--- src/rtl/alu_issue_ctrl_if.sv ---
// Instruction, host-preload, debug and ALU signals of the ALU issue controller.
// slave is the controller side; master is the fetch/host/ALU environment side.
interface alu_issue_ctrl_if #(
  parameter int unsigned OPERAND_W = 8,
  parameter int unsigned OPC_W     = 4
);
  logic                 instr_valid;
  logic                 instr_ready;
  logic [15:0]          instr_word;
  logic                 host_we;
  logic [3:0]           host_addr;
  logic [OPERAND_W-1:0] host_data;
  logic [3:0]           dbg_addr;
  logic [OPERAND_W-1:0] dbg_data;
  logic [OPC_W-1:0]     alu_instruction;
  logic [OPERAND_W-1:0] alu_operand_A;
  logic [OPERAND_W-1:0] alu_operand_B;
  logic [OPERAND_W-1:0] alu_operand_C;
  logic                 alu_ov;
  logic                 alu_un;
  logic                 alu_agt;
  logic                 alu_bgt;
  logic                 alu_eq;
  logic [4:0]           flags;
  logic                 done;
  logic                 err;

  modport slave (
    input  instr_valid, instr_word, host_we, host_addr, host_data, dbg_addr,
           alu_operand_C, alu_ov, alu_un, alu_agt, alu_bgt, alu_eq,
    output instr_ready, dbg_data, alu_instruction, alu_operand_A, alu_operand_B,
           flags, done, err
  );

  modport master (
    output instr_valid, instr_word, host_we, host_addr, host_data, dbg_addr,
           alu_operand_C, alu_ov, alu_un, alu_agt, alu_bgt, alu_eq,
    input  instr_ready, dbg_data, alu_instruction, alu_operand_A, alu_operand_B,
           flags, done, err
  );
endinterface

--- src/rtl/alu_issue_ctrl.sv ---
// Issues decoded register-file instructions to an external ALU and writes results back.
// Three-state sequence per instruction: accept/read, ALU evaluate, capture/writeback.
module alu_issue_ctrl #(
  parameter int unsigned OPERAND_W = 8,
  parameter int unsigned OPC_W     = 4,
  parameter int unsigned NREGS     = 16
) (
  input logic             clk,
  input logic             reset,
  alu_issue_ctrl_if.slave bus
);

  typedef enum logic [1:0] {StIdle, StIssue, StCapture} state_e;

  localparam logic [OPC_W-1:0] OpNop = OPC_W'(0);
  localparam logic [OPC_W-1:0] OpAdd = OPC_W'(1);
  localparam logic [OPC_W-1:0] OpSub = OPC_W'(2);
  localparam logic [OPC_W-1:0] OpAnd = OPC_W'(3);
  localparam logic [OPC_W-1:0] OpOr  = OPC_W'(4);
  localparam logic [OPC_W-1:0] OpNot = OPC_W'(5);

  state_e               state_q, state_d;
  logic [OPERAND_W-1:0] regs_q [NREGS];
  logic [3:0]           rd_q, rd_d;
  logic [OPC_W-1:0]     alu_instr_q, alu_instr_d;
  logic [OPERAND_W-1:0] op_a_q, op_a_d;
  logic [OPERAND_W-1:0] op_b_q, op_b_d;
  logic [4:0]           flags_q, flags_d;
  logic                 done_q, done_d;
  logic                 err_q, err_d;
  logic                 accept;
  logic                 known_op;
  logic                 wb_en;
  logic                 host_en;
  logic [3:0]           ra, rb;

  assign ra              = bus.instr_word[7:4];
  assign rb              = bus.instr_word[3:0];
  assign bus.instr_ready = (state_q == StIdle);
  assign accept          = bus.instr_valid & (state_q == StIdle);
  // Preload only when no instruction could be accepted on the same edge.
  assign host_en         = (state_q == StIdle) & ~bus.instr_valid & bus.host_we;
  assign known_op        = alu_instr_q inside {OpAdd, OpSub, OpAnd, OpOr, OpNot};

  assign bus.dbg_data        = regs_q[bus.dbg_addr];
  assign bus.alu_instruction = alu_instr_q;
  assign bus.alu_operand_A   = op_a_q;
  assign bus.alu_operand_B   = op_b_q;
  assign bus.flags           = flags_q;
  assign bus.done            = done_q;
  assign bus.err             = err_q;

  always_comb begin
    state_d     = state_q;
    rd_d        = rd_q;
    alu_instr_d = alu_instr_q;
    op_a_d      = op_a_q;
    op_b_d      = op_b_q;
    flags_d     = flags_q;
    done_d      = 1'b0;
    err_d       = 1'b0;
    wb_en       = 1'b0;
    unique case (state_q)
      StIdle: begin
        if (accept) begin
          state_d     = StIssue;
          rd_d        = bus.instr_word[11:8];
          alu_instr_d = OPC_W'(bus.instr_word[15:12]);
          op_a_d      = regs_q[ra];
          op_b_d      = regs_q[rb];
        end
      end
      StIssue: begin
        state_d = StCapture;
      end
      StCapture: begin
        state_d     = StIdle;
        done_d      = 1'b1;
        alu_instr_d = OpNop;
        if (known_op) begin
          wb_en   = 1'b1;
          flags_d = {bus.alu_ov, bus.alu_un, bus.alu_agt, bus.alu_bgt, bus.alu_eq};
        end else if (alu_instr_q != OpNop) begin
          err_d = 1'b1;
        end
      end
      default: begin
        state_d = StIdle;
      end
    endcase
  end

  always_ff @(posedge clk or negedge reset) begin
    if (!reset) begin
      state_q     <= StIdle;
      rd_q        <= '0;
      alu_instr_q <= OpNop;
      op_a_q      <= '0;
      op_b_q      <= '0;
      flags_q     <= '0;
      done_q      <= 1'b0;
      err_q       <= 1'b0;
    end else begin
      state_q     <= state_d;
      rd_q        <= rd_d;
      alu_instr_q <= alu_instr_d;
      op_a_q      <= op_a_d;
      op_b_q      <= op_b_d;
      flags_q     <= flags_d;
      done_q      <= done_d;
      err_q       <= err_d;
    end
  end

  // Writeback and host preload are exclusive by state, so one write port suffices.
  always_ff @(posedge clk or negedge reset) begin
    if (!reset) begin
      for (int i = 0; i < NREGS; i++) begin
        regs_q[i] <= '0;
      end
    end else if (wb_en) begin
      regs_q[rd_q] <= bus.alu_operand_C;
    end else if (host_en) begin
      regs_q[bus.host_addr] <= bus.host_data;
    end
  end

endmodule

--- src/flat_wrapper.sv ---
// flat-port wrapper written by rule: the top's interface ports become plain ports
module alu_issue_ctrl_flat 
#(
  parameter int unsigned OPERAND_W = 8,
  parameter int unsigned OPC_W     = 4,
  parameter int unsigned NREGS     = 16
)
  (clk, reset, bus_instr_valid, bus_instr_word, bus_host_we, bus_host_addr, bus_host_data, bus_dbg_addr, bus_alu_operand_C, bus_alu_ov, bus_alu_un, bus_alu_agt, bus_alu_bgt, bus_alu_eq, bus_instr_ready, bus_dbg_data, bus_alu_instruction, bus_alu_operand_A, bus_alu_operand_B, bus_flags, bus_done, bus_err);
  alu_issue_ctrl_if #(.OPERAND_W(OPERAND_W), .OPC_W(OPC_W)) bus_i ();
  input logic clk;
  input logic reset;
  input wire logic [$bits(bus_i.instr_valid)-1:0] bus_instr_valid;
  input wire logic [$bits(bus_i.instr_word)-1:0] bus_instr_word;
  input wire logic [$bits(bus_i.host_we)-1:0] bus_host_we;
  input wire logic [$bits(bus_i.host_addr)-1:0] bus_host_addr;
  input wire logic [$bits(bus_i.host_data)-1:0] bus_host_data;
  input wire logic [$bits(bus_i.dbg_addr)-1:0] bus_dbg_addr;
  input wire logic [$bits(bus_i.alu_operand_C)-1:0] bus_alu_operand_C;
  input wire logic [$bits(bus_i.alu_ov)-1:0] bus_alu_ov;
  input wire logic [$bits(bus_i.alu_un)-1:0] bus_alu_un;
  input wire logic [$bits(bus_i.alu_agt)-1:0] bus_alu_agt;
  input wire logic [$bits(bus_i.alu_bgt)-1:0] bus_alu_bgt;
  input wire logic [$bits(bus_i.alu_eq)-1:0] bus_alu_eq;
  output wire logic [$bits(bus_i.instr_ready)-1:0] bus_instr_ready;
  output wire logic [$bits(bus_i.dbg_data)-1:0] bus_dbg_data;
  output wire logic [$bits(bus_i.alu_instruction)-1:0] bus_alu_instruction;
  output wire logic [$bits(bus_i.alu_operand_A)-1:0] bus_alu_operand_A;
  output wire logic [$bits(bus_i.alu_operand_B)-1:0] bus_alu_operand_B;
  output wire logic [$bits(bus_i.flags)-1:0] bus_flags;
  output wire logic [$bits(bus_i.done)-1:0] bus_done;
  output wire logic [$bits(bus_i.err)-1:0] bus_err;
  assign bus_i.instr_valid = bus_instr_valid;
  assign bus_i.instr_word = bus_instr_word;
  assign bus_i.host_we = bus_host_we;
  assign bus_i.host_addr = bus_host_addr;
  assign bus_i.host_data = bus_host_data;
  assign bus_i.dbg_addr = bus_dbg_addr;
  assign bus_i.alu_operand_C = bus_alu_operand_C;
  assign bus_i.alu_ov = bus_alu_ov;
  assign bus_i.alu_un = bus_alu_un;
  assign bus_i.alu_agt = bus_alu_agt;
  assign bus_i.alu_bgt = bus_alu_bgt;
  assign bus_i.alu_eq = bus_alu_eq;
  assign bus_instr_ready = bus_i.instr_ready;
  assign bus_dbg_data = bus_i.dbg_data;
  assign bus_alu_instruction = bus_i.alu_instruction;
  assign bus_alu_operand_A = bus_i.alu_operand_A;
  assign bus_alu_operand_B = bus_i.alu_operand_B;
  assign bus_flags = bus_i.flags;
  assign bus_done = bus_i.done;
  assign bus_err = bus_i.err;
  alu_issue_ctrl #(.OPERAND_W(OPERAND_W), .OPC_W(OPC_W), .NREGS(NREGS)) u_core (.clk(clk), .reset(reset), .bus(bus_i));
endmodule
--- config.mk ---
export PLATFORM = sky130hd
export DESIGN_NAME = alu_issue_ctrl_flat
export DESIGN_NICKNAME = d
export VERILOG_FILES = /design/src/rtl/alu_issue_ctrl_if.sv /design/src/rtl/alu_issue_ctrl.sv /design/src/flat_wrapper.sv
export SDC_FILE = /design/constraint.sdc
export NUM_CORES = 1
export LEC_CHECK = 0
export CAP_MARGIN = 30
export CORE_ASPECT_RATIO = 1.5
export CORE_MARGIN = 4
export CORE_UTILIZATION = 50
export CTS_BUF_LIST = sky130_fd_sc_hd__clkbuf_8
export DETAILED_ROUTE_END_ITERATION = 10
export DONT_BUFFER_PORTS = 1
export GPL_ROUTABILITY_DRIVEN = 0
export GPL_TIMING_DRIVEN = 0
export PLACE_DENSITY = 0.75
export SLEW_MARGIN = 20
export SYNTH_ARGS = -nofsm -noshare
export SYNTH_HDL_FRONTEND = slang
export SYNTH_SLANG_ARGS = --single-unit
--- constraint.sdc ---
create_clock -name clk -period 5.65 [get_ports clk]
set_input_delay 0.565 -clock clk [delete_from_list [all_inputs] [get_ports clk]]
set_output_delay 0.565 -clock clk [all_outputs]
set_load 0.02 [all_outputs]
==> reports/metrics.csv <==
metric;value;unit
outcome;finished, final reports clean;
synth_edf_count;0;
final_cell_mix;dfrtp_1 (161), o21ai_0 (100), mux4_2 (99);
n_fill_cell;1774;
numPortBuffers;0;
num_vias;9160;
critPathLaunchType;primary input;
combPwrFrac;34.4;%
synthFlopType;dfrtp_1;
ant_nets;0;
vdd_drop_max;0.2143;mV
drive_above_1_share;22.06;%
slew_viol_final;0;
vias_per_cell;7.646;
fmax;0.3190;GHz
grt_pass1_wl;56360;um
p_per_area;414.1;nW/um^2
dieArea;23040;um^2
p_total;4.570;mW
synth_seq_cells;161;
diodes;0;
nets;973;
synth_cell_types;65;
switching_power;1.807;mW
clock-sinks;161;
start_util;50.71;%
io_pins;85;
grt_max_degree;162;
criticalPathCategory;primary input to output port;
first_global_vias;9132;
area_delta_synth_final;7.012;%
htreeDepth;4;
p_seq_share;47.4;%
numCtsBuffers;17;
synthCells;903;
yosys_warnings;0;
antenna_found_initial;0;
period_needed;3.134;ns
final_util;54.26;%
initialDrtViolationCount;1234;
wirelength;37310;um
rows;64;
path_max_fanout;10;
post-dp-hpwl;26860;um
ys_seq_area_share;39.06;%
relSlewSlack;26.38;%
setup_violations;0;
placed_cell_area;10640;um^2
fin_area;11040;um^2
avgRoutedWirePerCell;31.14;um
rsz0062_at_grt;false;
dp_slack;2.569;ns
cp-end-kind;output port;
drc;0;
cts_tree;yes;
drv_cap;0;
die_h;183.9;um
grt_usage;32.69;%
dr.pass1.iters;6;
worst_slack;2.516;ns
clk_pin_slew;0.08;ns
hold_class;primary input to async pin;
clk_latency;0.48;ns
root_buffer;clkbuf_8;
min_period_over_period;55.48;%
die_x;125.3;um
layout_commonest_cell;dfrtp_1;
setup_tns;0;ns
worstMarginPinSlew;1.093;ns
internal-power;2.763;mW
p_leak;4.339;nW
synth_area;10310;um^2
grt_overflow;0;
worstPathRequired;5.09;ns
pwr-share-clk;18.3;%
critPathArrivalTime;2.57;ns
async_flop_share;100.0;%
avgSynthCellArea;11.42;um^2
finClkSkew;0.01274;ns
core;20340;um^2
r2r_slack;2.62;ns
netSwitchingFraction;39.53;%
post_cts_resized;0;
syn-num-nets;952;
hold_violations;0;
cts_buffer_depth;2;
## cells in the mapped netlist (all sizes together), types with 3 or more instances
cell	count	share of area, %
a21oi	19	1.1
nor3	31	1.9
and3	3	0.18
nor2b	7	0.42
o31ai	8	0.58
mux2	17	1.9
nand2b	7	0.50
a221o	6	0.58
a311oi	5	0.42
buf	40	1.9
o221ai	21	1.8
mux4	99	22
dfrtp	161	39
nor4	9	1.4
o21ai	117	6.0
nor2	28	1.1
inv	31	1.1
mux2i	25	2.4
nand4bb	3	0.33
clkbuf	38	1.4
a22oi	96	7.3
nand2	76	2.8
nand3	12	0.63
a2111oi	3	0.25
a31oi	11	0.73
## power groups by stage
stage	clock network, mW	registers (mW)	logic [mW]
5_1_grt	0.882	2.19	1.68
3_3_place_gp	0	2.12	1.47
2_1_floorplan	0	1.94	1.20
4_1_cts	0.832	2.13	1.54
3_5_place_dp	0	2.14	1.50
6_report	0.834	2.17	1.57
## stage by stage
stage	hold WS, ns	cells
finish	0.1215	1198
global placement	0.2744	1167
detailed placement	0.2740	1167
global route	0.1646	1198
floorplan	0.2694	903
CTS	0.1500	1197
## registers in the layout (all words and copies together) (netlist names)
register / count
u_core.bus.alu_operand_B: 8
u_core.rd_q: 4
u_core.bus.flags: 5
u_core.state_q: 2
u_core.bus.done: 1
u_core.bus.alu_operand_A: 8
u_core.bus.alu_instruction: 4
u_core.regs_q: 128
u_core.bus.err: 1
## cell families after synthesis
| group | Yosys count | share of synthesized area (%) |
|---|---|---|
| buf+inv | 109 | 4.379 |
| flops | 161 | 39.06 |
| simple gates | 193 | 10.71 |
| mux | 141 | 25.94 |
| compound gates | 299 | 19.91 |
## final cells by class
cell class / instances / area [um^2] / share of cell area, %
plain buffers: 78 / 335.3 / 3.038
clock buffers: 19 / 261.5 / 2.369
clock inverters: 10 / 98.84 / 0.8956
inverters: 31 / 116.4 / 1.054
multi-input cells: 633 / 5833 / 52.85
flip-flops and latches: 161 / 4029 / 36.50
well taps: 264 / 330.3 / 2.993
repair buffers: 2 / 32.53 / 0.2948
## critical path: stages
cell and delay [ns]:
clkbuf_1 0.23, buf_2 0.49, mux4_2 0.68, mux4_2 0.59
## repair_timing
item                                   4_1_cts  5_1_grt
setup endpoints to repair                    0        0
hold buffers                                 1        0
endpoints found under the hold margin      161        0
buffers inserted                             0        0
## final timing paths
path,endpoint,cells past startpoint,startpoint
setup / recovery,bus_dbg_data[4],4,bus_dbg_addr[0]
hold / removal,u_core.bus.done,1,reset
setup reg to reg,u_core.regs_q[8],5,u_core.rd_q[1]
hold reg to reg,u_core.regs_q[68],2,u_core.regs_q[68]
max in group asynchronous,u_core.bus.alu_operand_A[4],1,reset
min in group clk,u_core.bus.alu_instruction[1],2,bus_instr_word[13]
## routing by layer
| metal | up-vias | routed length [um] | global-route usage (%) |
|---|---|---|---|
| li1 | 3627 | - | - |
| met1 | 4494 | 11680 | 36.82 |
| met2 | 811 | 17720 | 52.10 |
| met3 | 228 | 4590 | 10.26 |
| met4 | 0 | 3312 | 24.65 |
| met5 | - | 0 | 0 |
Note: power is estimated with default switching activity, not from simulation.
